File: src/rtl/prog_loader.sv
// Boot-time program loader: byte stream -> 19-bit instruction-memory writes, holds the core in reset until the image verifies.
// Latency: one WRITE cycle after the third byte of each word; done/error visible the cycle after the deciding byte.
// Backpressure: byte_ready drops during WRITE, DONE and ERR and while reset is high; bytes offered then are not consumed.
//
// Ports:
//   clk, reset                      clock and synchronous active-high reset
//   byte_in, byte_valid, byte_ready input byte stream, valid/ready handshake
//   imem_we, imem_addr, imem_wdata  instruction-memory write port
//   cpu_reset, done, error          core reset and load status
module prog_loader #(
  parameter int ADDR_WIDTH = 12
) (
  input  logic                  clk,
  input  logic                  reset,
  input  logic [7:0]            byte_in,
  input  logic                  byte_valid,
  output logic                  byte_ready,
  output logic                  imem_we,
  output logic [ADDR_WIDTH-1:0] imem_addr,
  output logic [18:0]           imem_wdata,
  output logic                  cpu_reset,
  output logic                  done,
  output logic                  error
);

  typedef enum logic [3:0] {
    ST_CNT_HI,
    ST_CNT_LO,
    ST_B0,
    ST_B1,
    ST_B2,
    ST_WRITE,
    ST_CSUM,
    ST_DONE,
    ST_ERR
  } state_t;

  // Largest legal word count: the full memory capacity.
  localparam logic [16:0] CAP = 17'(1) << ADDR_WIDTH;

  state_t                state_q, state_d;
  logic [ADDR_WIDTH-1:0] idx_q, idx_d;
  logic [ADDR_WIDTH-1:0] last_q, last_d;       // N-1, address of the final word
  logic [7:0]            sum_q, sum_d;
  logic [7:0]            cnt_hi_q, cnt_hi_d;
  logic [2:0]            b0_q, b0_d;
  logic [7:0]            b1_q, b1_d;
  logic [ADDR_WIDTH-1:0] addr_q, addr_d;
  logic [18:0]           wdata_q, wdata_d;

  logic                  accept;
  logic [15:0]           n_word;

  always_comb begin
    state_d  = state_q;
    idx_d    = idx_q;
    last_d   = last_q;
    sum_d    = sum_q;
    cnt_hi_d = cnt_hi_q;
    b0_d     = b0_q;
    b1_d     = b1_q;
    addr_d   = addr_q;
    wdata_d  = wdata_q;

    byte_ready = ~reset && (state_q inside {ST_CNT_HI, ST_CNT_LO, ST_B0, ST_B1, ST_B2, ST_CSUM});
    accept     = byte_valid && byte_ready;
    n_word     = {cnt_hi_q, byte_in};

    case (state_q)
      ST_CNT_HI: begin
        if (accept) begin
          cnt_hi_d = byte_in;
          state_d  = ST_CNT_LO;
        end
      end
      ST_CNT_LO: begin
        if (accept) begin
          if (n_word == 16'd0 || {1'b0, n_word} > CAP) begin
            state_d = ST_ERR;
          end else begin
            // N <= 2^ADDR_WIDTH, so N-1 always fits in the address width.
            last_d  = ADDR_WIDTH'(n_word - 16'd1);
            state_d = ST_B0;
          end
        end
      end
      ST_B0: begin
        if (accept) begin
          sum_d = sum_q + byte_in;
          if (byte_in[7:3] != 5'd0) begin
            state_d = ST_ERR;
          end else begin
            b0_d    = byte_in[2:0];
            state_d = ST_B1;
          end
        end
      end
      ST_B1: begin
        if (accept) begin
          sum_d   = sum_q + byte_in;
          b1_d    = byte_in;
          state_d = ST_B2;
        end
      end
      ST_B2: begin
        if (accept) begin
          sum_d   = sum_q + byte_in;
          // Address and data are registered here so they are stable for the whole WRITE cycle
          // and hold afterwards.
          addr_d  = idx_q;
          wdata_d = {b0_q, b1_q, byte_in};
          state_d = ST_WRITE;
        end
      end
      ST_WRITE: begin
        if (idx_q == last_q) begin
          state_d = ST_CSUM;
        end else begin
          idx_d   = idx_q + ADDR_WIDTH'(1);
          state_d = ST_B0;
        end
      end
      ST_CSUM: begin
        if (accept) begin
          state_d = (byte_in == sum_q) ? ST_DONE : ST_ERR;
        end
      end
      ST_DONE: state_d = ST_DONE;
      ST_ERR:  state_d = ST_ERR;
      default: state_d = ST_ERR;
    endcase
  end

  always_ff @(posedge clk) begin
    if (reset) begin
      state_q  <= ST_CNT_HI;
      idx_q    <= '0;
      last_q   <= '0;
      sum_q    <= '0;
      cnt_hi_q <= '0;
      b0_q     <= '0;
      b1_q     <= '0;
      addr_q   <= '0;
      wdata_q  <= '0;
    end else begin
      state_q  <= state_d;
      idx_q    <= idx_d;
      last_q   <= last_d;
      sum_q    <= sum_d;
      cnt_hi_q <= cnt_hi_d;
      b0_q     <= b0_d;
      b1_q     <= b1_d;
      addr_q   <= addr_d;
      wdata_q  <= wdata_d;
    end
  end

  assign imem_we    = (state_q == ST_WRITE);
  assign imem_addr  = addr_q;
  assign imem_wdata = wdata_q;
  assign done       = (state_q == ST_DONE);
  assign error      = (state_q == ST_ERR);
  assign cpu_reset  = (state_q != ST_DONE);

endmodule
File: config.mk
export PLATFORM = sky130hd
export DESIGN_NAME = prog_loader
export DESIGN_NICKNAME = d
export VERILOG_FILES = /design/src/rtl/prog_loader.sv
export SDC_FILE = /design/constraint.sdc
export NUM_CORES = 1
export LEC_CHECK = 0
export ABC_AREA = 1
export BUFFER_PORTS_ARGS = -buffer_cell sky130_fd_sc_hd__buf_2
export CAP_MARGIN = 20
export CORE_MARGIN = 4
export CORE_UTILIZATION = 39
export DETAILED_ROUTE_END_ITERATION = 8
export GPL_TIMING_DRIVEN = 0
export SYNTH_ARGS = -nofsm -noshare
export SYNTH_HDL_FRONTEND = slang
export SYNTH_SLANG_ARGS = --single-unit
File: constraint.sdc
create_clock -name clk -period 3.8 [get_ports clk]
set_input_delay 0.38 -clock clk [delete_from_list [all_inputs] [get_ports clk]]
set_output_delay 0.38 -clock clk [all_outputs]
set_load 0.005 [all_outputs]
==> summary.md <==
| Metric | Value |
|---|---|
| Status | `completed` |
| Fraction of layout cells with a size suffix above 1 | `0.164` |
| HP Start | `reset` |
| Die H | `between 100 and 150 um` |
| Worst-path maximum fanout | `10` |
| Number of fill cells | `roughly 1.1k` |
| FP Rows | `37` |
| GRT overflow | `0` |
| Initial drt markers | `about 260` |
| Total chip power | `about 1.7 mW` |
| RePlAce Congestion | `around 0.9` |
| Tmin final | `approximately 2100 ps` |
| Clock Sink Count | `86` |
| First-pass GRT wire length | `~19000 um` |
| Crit path DAT | `1730 ps` |
| Syn nets | `slightly above 600` |
| I/O pin cnt | `between 40 and 50` |
| Root Buffer | `clkbuf_8` |
| Number of synthesized flops with an enable pin | `0` |
| Post-Syn Area per Cell | `7.29 um^2` |
| Clk_lat worst skew | `between 300 and 400 ps` |
| Register area | `~0.0017 mm^2` |
| Worst-Margin Slew | `between 600 and 700 ps` |
| Footprint of the multi-input gates | `about 0.0022 mm^2` |
| Register area share after synthesis | `0.404` |
| CTS tree | `yes` |
| Hold Violations, Final | `0` |
| Hold endpoint | `last_q[3]` |
| Dpl hpwl | `between 8000 and 9000 um` |
| CP Launch Type | `flop` |
| Max Cap Viol | `0` |
| Synth cell types | `39` |
| Synth Flop Type | `dfxtp_1` |
| VDD IR-drop max | `roughly 230 uV` |
| Via count | `3932` |
| Area Growth Syn to Fin | `13.9%` |
| Die width | `about 110 um` |
| PD cells | `around 350 mW/mm^2` |
| IO buf count | `between 40 and 50` |
| Clock skew | `9.46 ps` |
| Final core utilization | `0.462` |
| Initial antenna violation count | `0` |
| Vias per inst | `approximately 5.0` |
| RSZ-0062 raised after global routing | `false` |
| Fmax | `~470 MHz` |
| Setup Viol. Count Final | `0` |
| Drt first pass iters | `5` |
| Hold-fix buffers, CTS | `0` |
| Slew HR | `0.573` |
| ANT nets after route | `0` |
| Pleak | `2.22 nW` |
| Worst setup EP type | `primary output` |
| FF-to-FF Start | `idx_q[6]` |
| CP required | `around 3400 ps` |
| Post-Route WL | `11000 um` |
| H-tree levels | `3` |
| Pin count of the biggest net entering global routing | `16` |
| Fin cells | `about 780` |
| GRT Resource Usage Total | `0.181` |
| Clock Pin Slew Worst Setup and Hold Paths | `80 ps` |
| Post-CTS Setup Inserts | `0` |
| Post-synth ARST share | `0` |
| Initial core utilization | `0.406` |
| Placed Cells | `about 770` |
| Seq cells post-synth | `86` |
| Cell Area, Placed | `0.00466 mm^2` |
| Cells after synthesis | `just under 600` |
| Crit path kind | `flop to primary output` |
| Worst Hold Depth | `2` |
| CTS Buf Count | `9` |
| Netlist Area Pre-Place | `0.00426 mm^2` |
| Setup TNS | `0 ps` |
| Final instance area | `roughly 0.0049 mm^2` |
| Synth Warn # | `0` |
| DR WL/cell | `about 14 um` |
| # diodes | `0` |
| R2r setup slk | `approximately 2100 ps` |
| Vias in the first global route | `approximately 3.8k` |
| HP Class | `input pin to flop` |
| Fin nets | `~660` |
| Number of remaining DRC errors | `0` |
| Resize count post-CTS | `0` |
| Maximum buffer depth of the clock tree | `2` |
| Reg2Reg Depth | `9` |
| Fin. max-slew vios | `0` |
| Reg-to-Reg End | `idx_q[8]` |
| Die area | `approximately 0.013 mm^2` |
| Core area | `roughly 0.011 mm^2` |
| Ratio of final minimum period to clock period | `0.555` |
[cell type report]
| type | count | area share |
|---|---|---|
| plain buffers | 24 | 0.0291 |
| flip-flops and latches | 86 | 0.354 |
| inverters | 59 | 0.0464 |
| clock inverters | 6 | 0.0144 |
| multi-input cells | 416 | 0.448 |
| clock buffers | 10 | 0.0263 |
| well taps | 136 | 0.0350 |
| repair buffers | 45 | 0.0464 |
[layer usage]
layer | wire length [um] | vias to the layer above | GRT usage | share of wire
met5 | 0 | - | 0 | 0
met3 | 411 | 16 | 0.0485 | 0.037
li1 | - | 2027 | - | -
met2 | 5340 | 84 | 0.305 | 0.48
met1 | 5130 | 1805 | 0.230 | 0.46
met4 | 153 | 0 | 0.0425 | 0.014
[cells in the mapped netlist, drive strengths merged, types with 2 or more instances]
master,instances,area [um^2]
dfxtp,86,1720
a21o,2,15.0
a31oi,3,18.8
nand3b,3,22.5
buf,16,111
a21oi,71,363
inv,58,220
xnor2,3,26.3
nand3,30,173
nand2,121,474
o21ai,60,300
ha,10,125
clkbuf,8,30.0
nand4,7,43.8
nor3,12,81.3
xor2,20,175
nor2,69,308
[kinds of logic after synthesis]
| logic type | Yosys count | share of synthesized area |
|---|---|---|
| xor gates and xnor gates | 23 | 0.0472 |
| buffers and inverters | 83 | 0.0860 |
| adders and majority gates | 11 | 0.0340 |
| DFF | 86 | 0.404 |
| and+or+nand+nor | 244 | 0.262 |
| AOI/OAI and AO/OA | 138 | 0.167 |
[worst max-delay path by stage]
stage	cells after the start	startpoint	slack, ps	endpoint
6_report	4	state_q[2]	1690	imem_we
5_1_grt	4	state_q[2]	1550	imem_we
4_1_cts	4	state_q[2]	1660	imem_we
3_5_place_dp	12	byte_in[1]	1770	last_q[0]
3_3_place_gp	12	byte_in[1]	1800	last_q[0]
2_1_floorplan	11	byte_in[1]	2210	last_q[0]
[power breakdown]
| group | leakage (nW) | total (mW) | switching, mW | internal, mW |
|---|---|---|---|---|
| Clock | 0.0895 | 0.656 | 0.347 | 0.309 |
| Sequential | 0.694 | 0.919 | 0.00823 | 0.911 |
| Combinational | 1.44 | 0.135 | 0.0913 | 0.0433 |
| Total | 2.22 | 1.71 | 0.446 | 1.26 |
[placed cells by master (no fill, tap or decap), types with 4 or more instances in the layout]
master	instances
a21oi_1	69
buf_2	53
buf_6	4
clkbuf_1	9
clkbuf_8	9
dfxtp_1	86
ha_1	10
inv_1	49
inv_2	8
nand2_1	117
nand3_1	27
nand4_1	7
nor2_1	61
nor2_2	4
nor3_1	9
o21ai_0	58
xor2_1	20
[flip-flops by register name (all words and copies together) (netlist names)]
signal	count
last_q	12
state_q	4
imem_addr	12
b0_q	3
b1_q	8
sum_q	8
idx_q	12
imem_wdata	19
cnt_hi_q	8
[critical path, stage by stage, from the launching register on]
cell	delay, ps
dfxtp_1	460
nand2_2	140
nor3_2	320
buf_2	300
buf_2	150
[per-stage QoR]
stage          hold slack, ps  worst slack (ps)
2_1_floorplan             447              2210
3_3_place_gp              462              1800
3_5_place_dp              470              1770
4_1_cts                   209              1660
5_1_grt                   200              1550
6_report                  228              1690
Note: power is estimated with default switching activity, not from simulation.
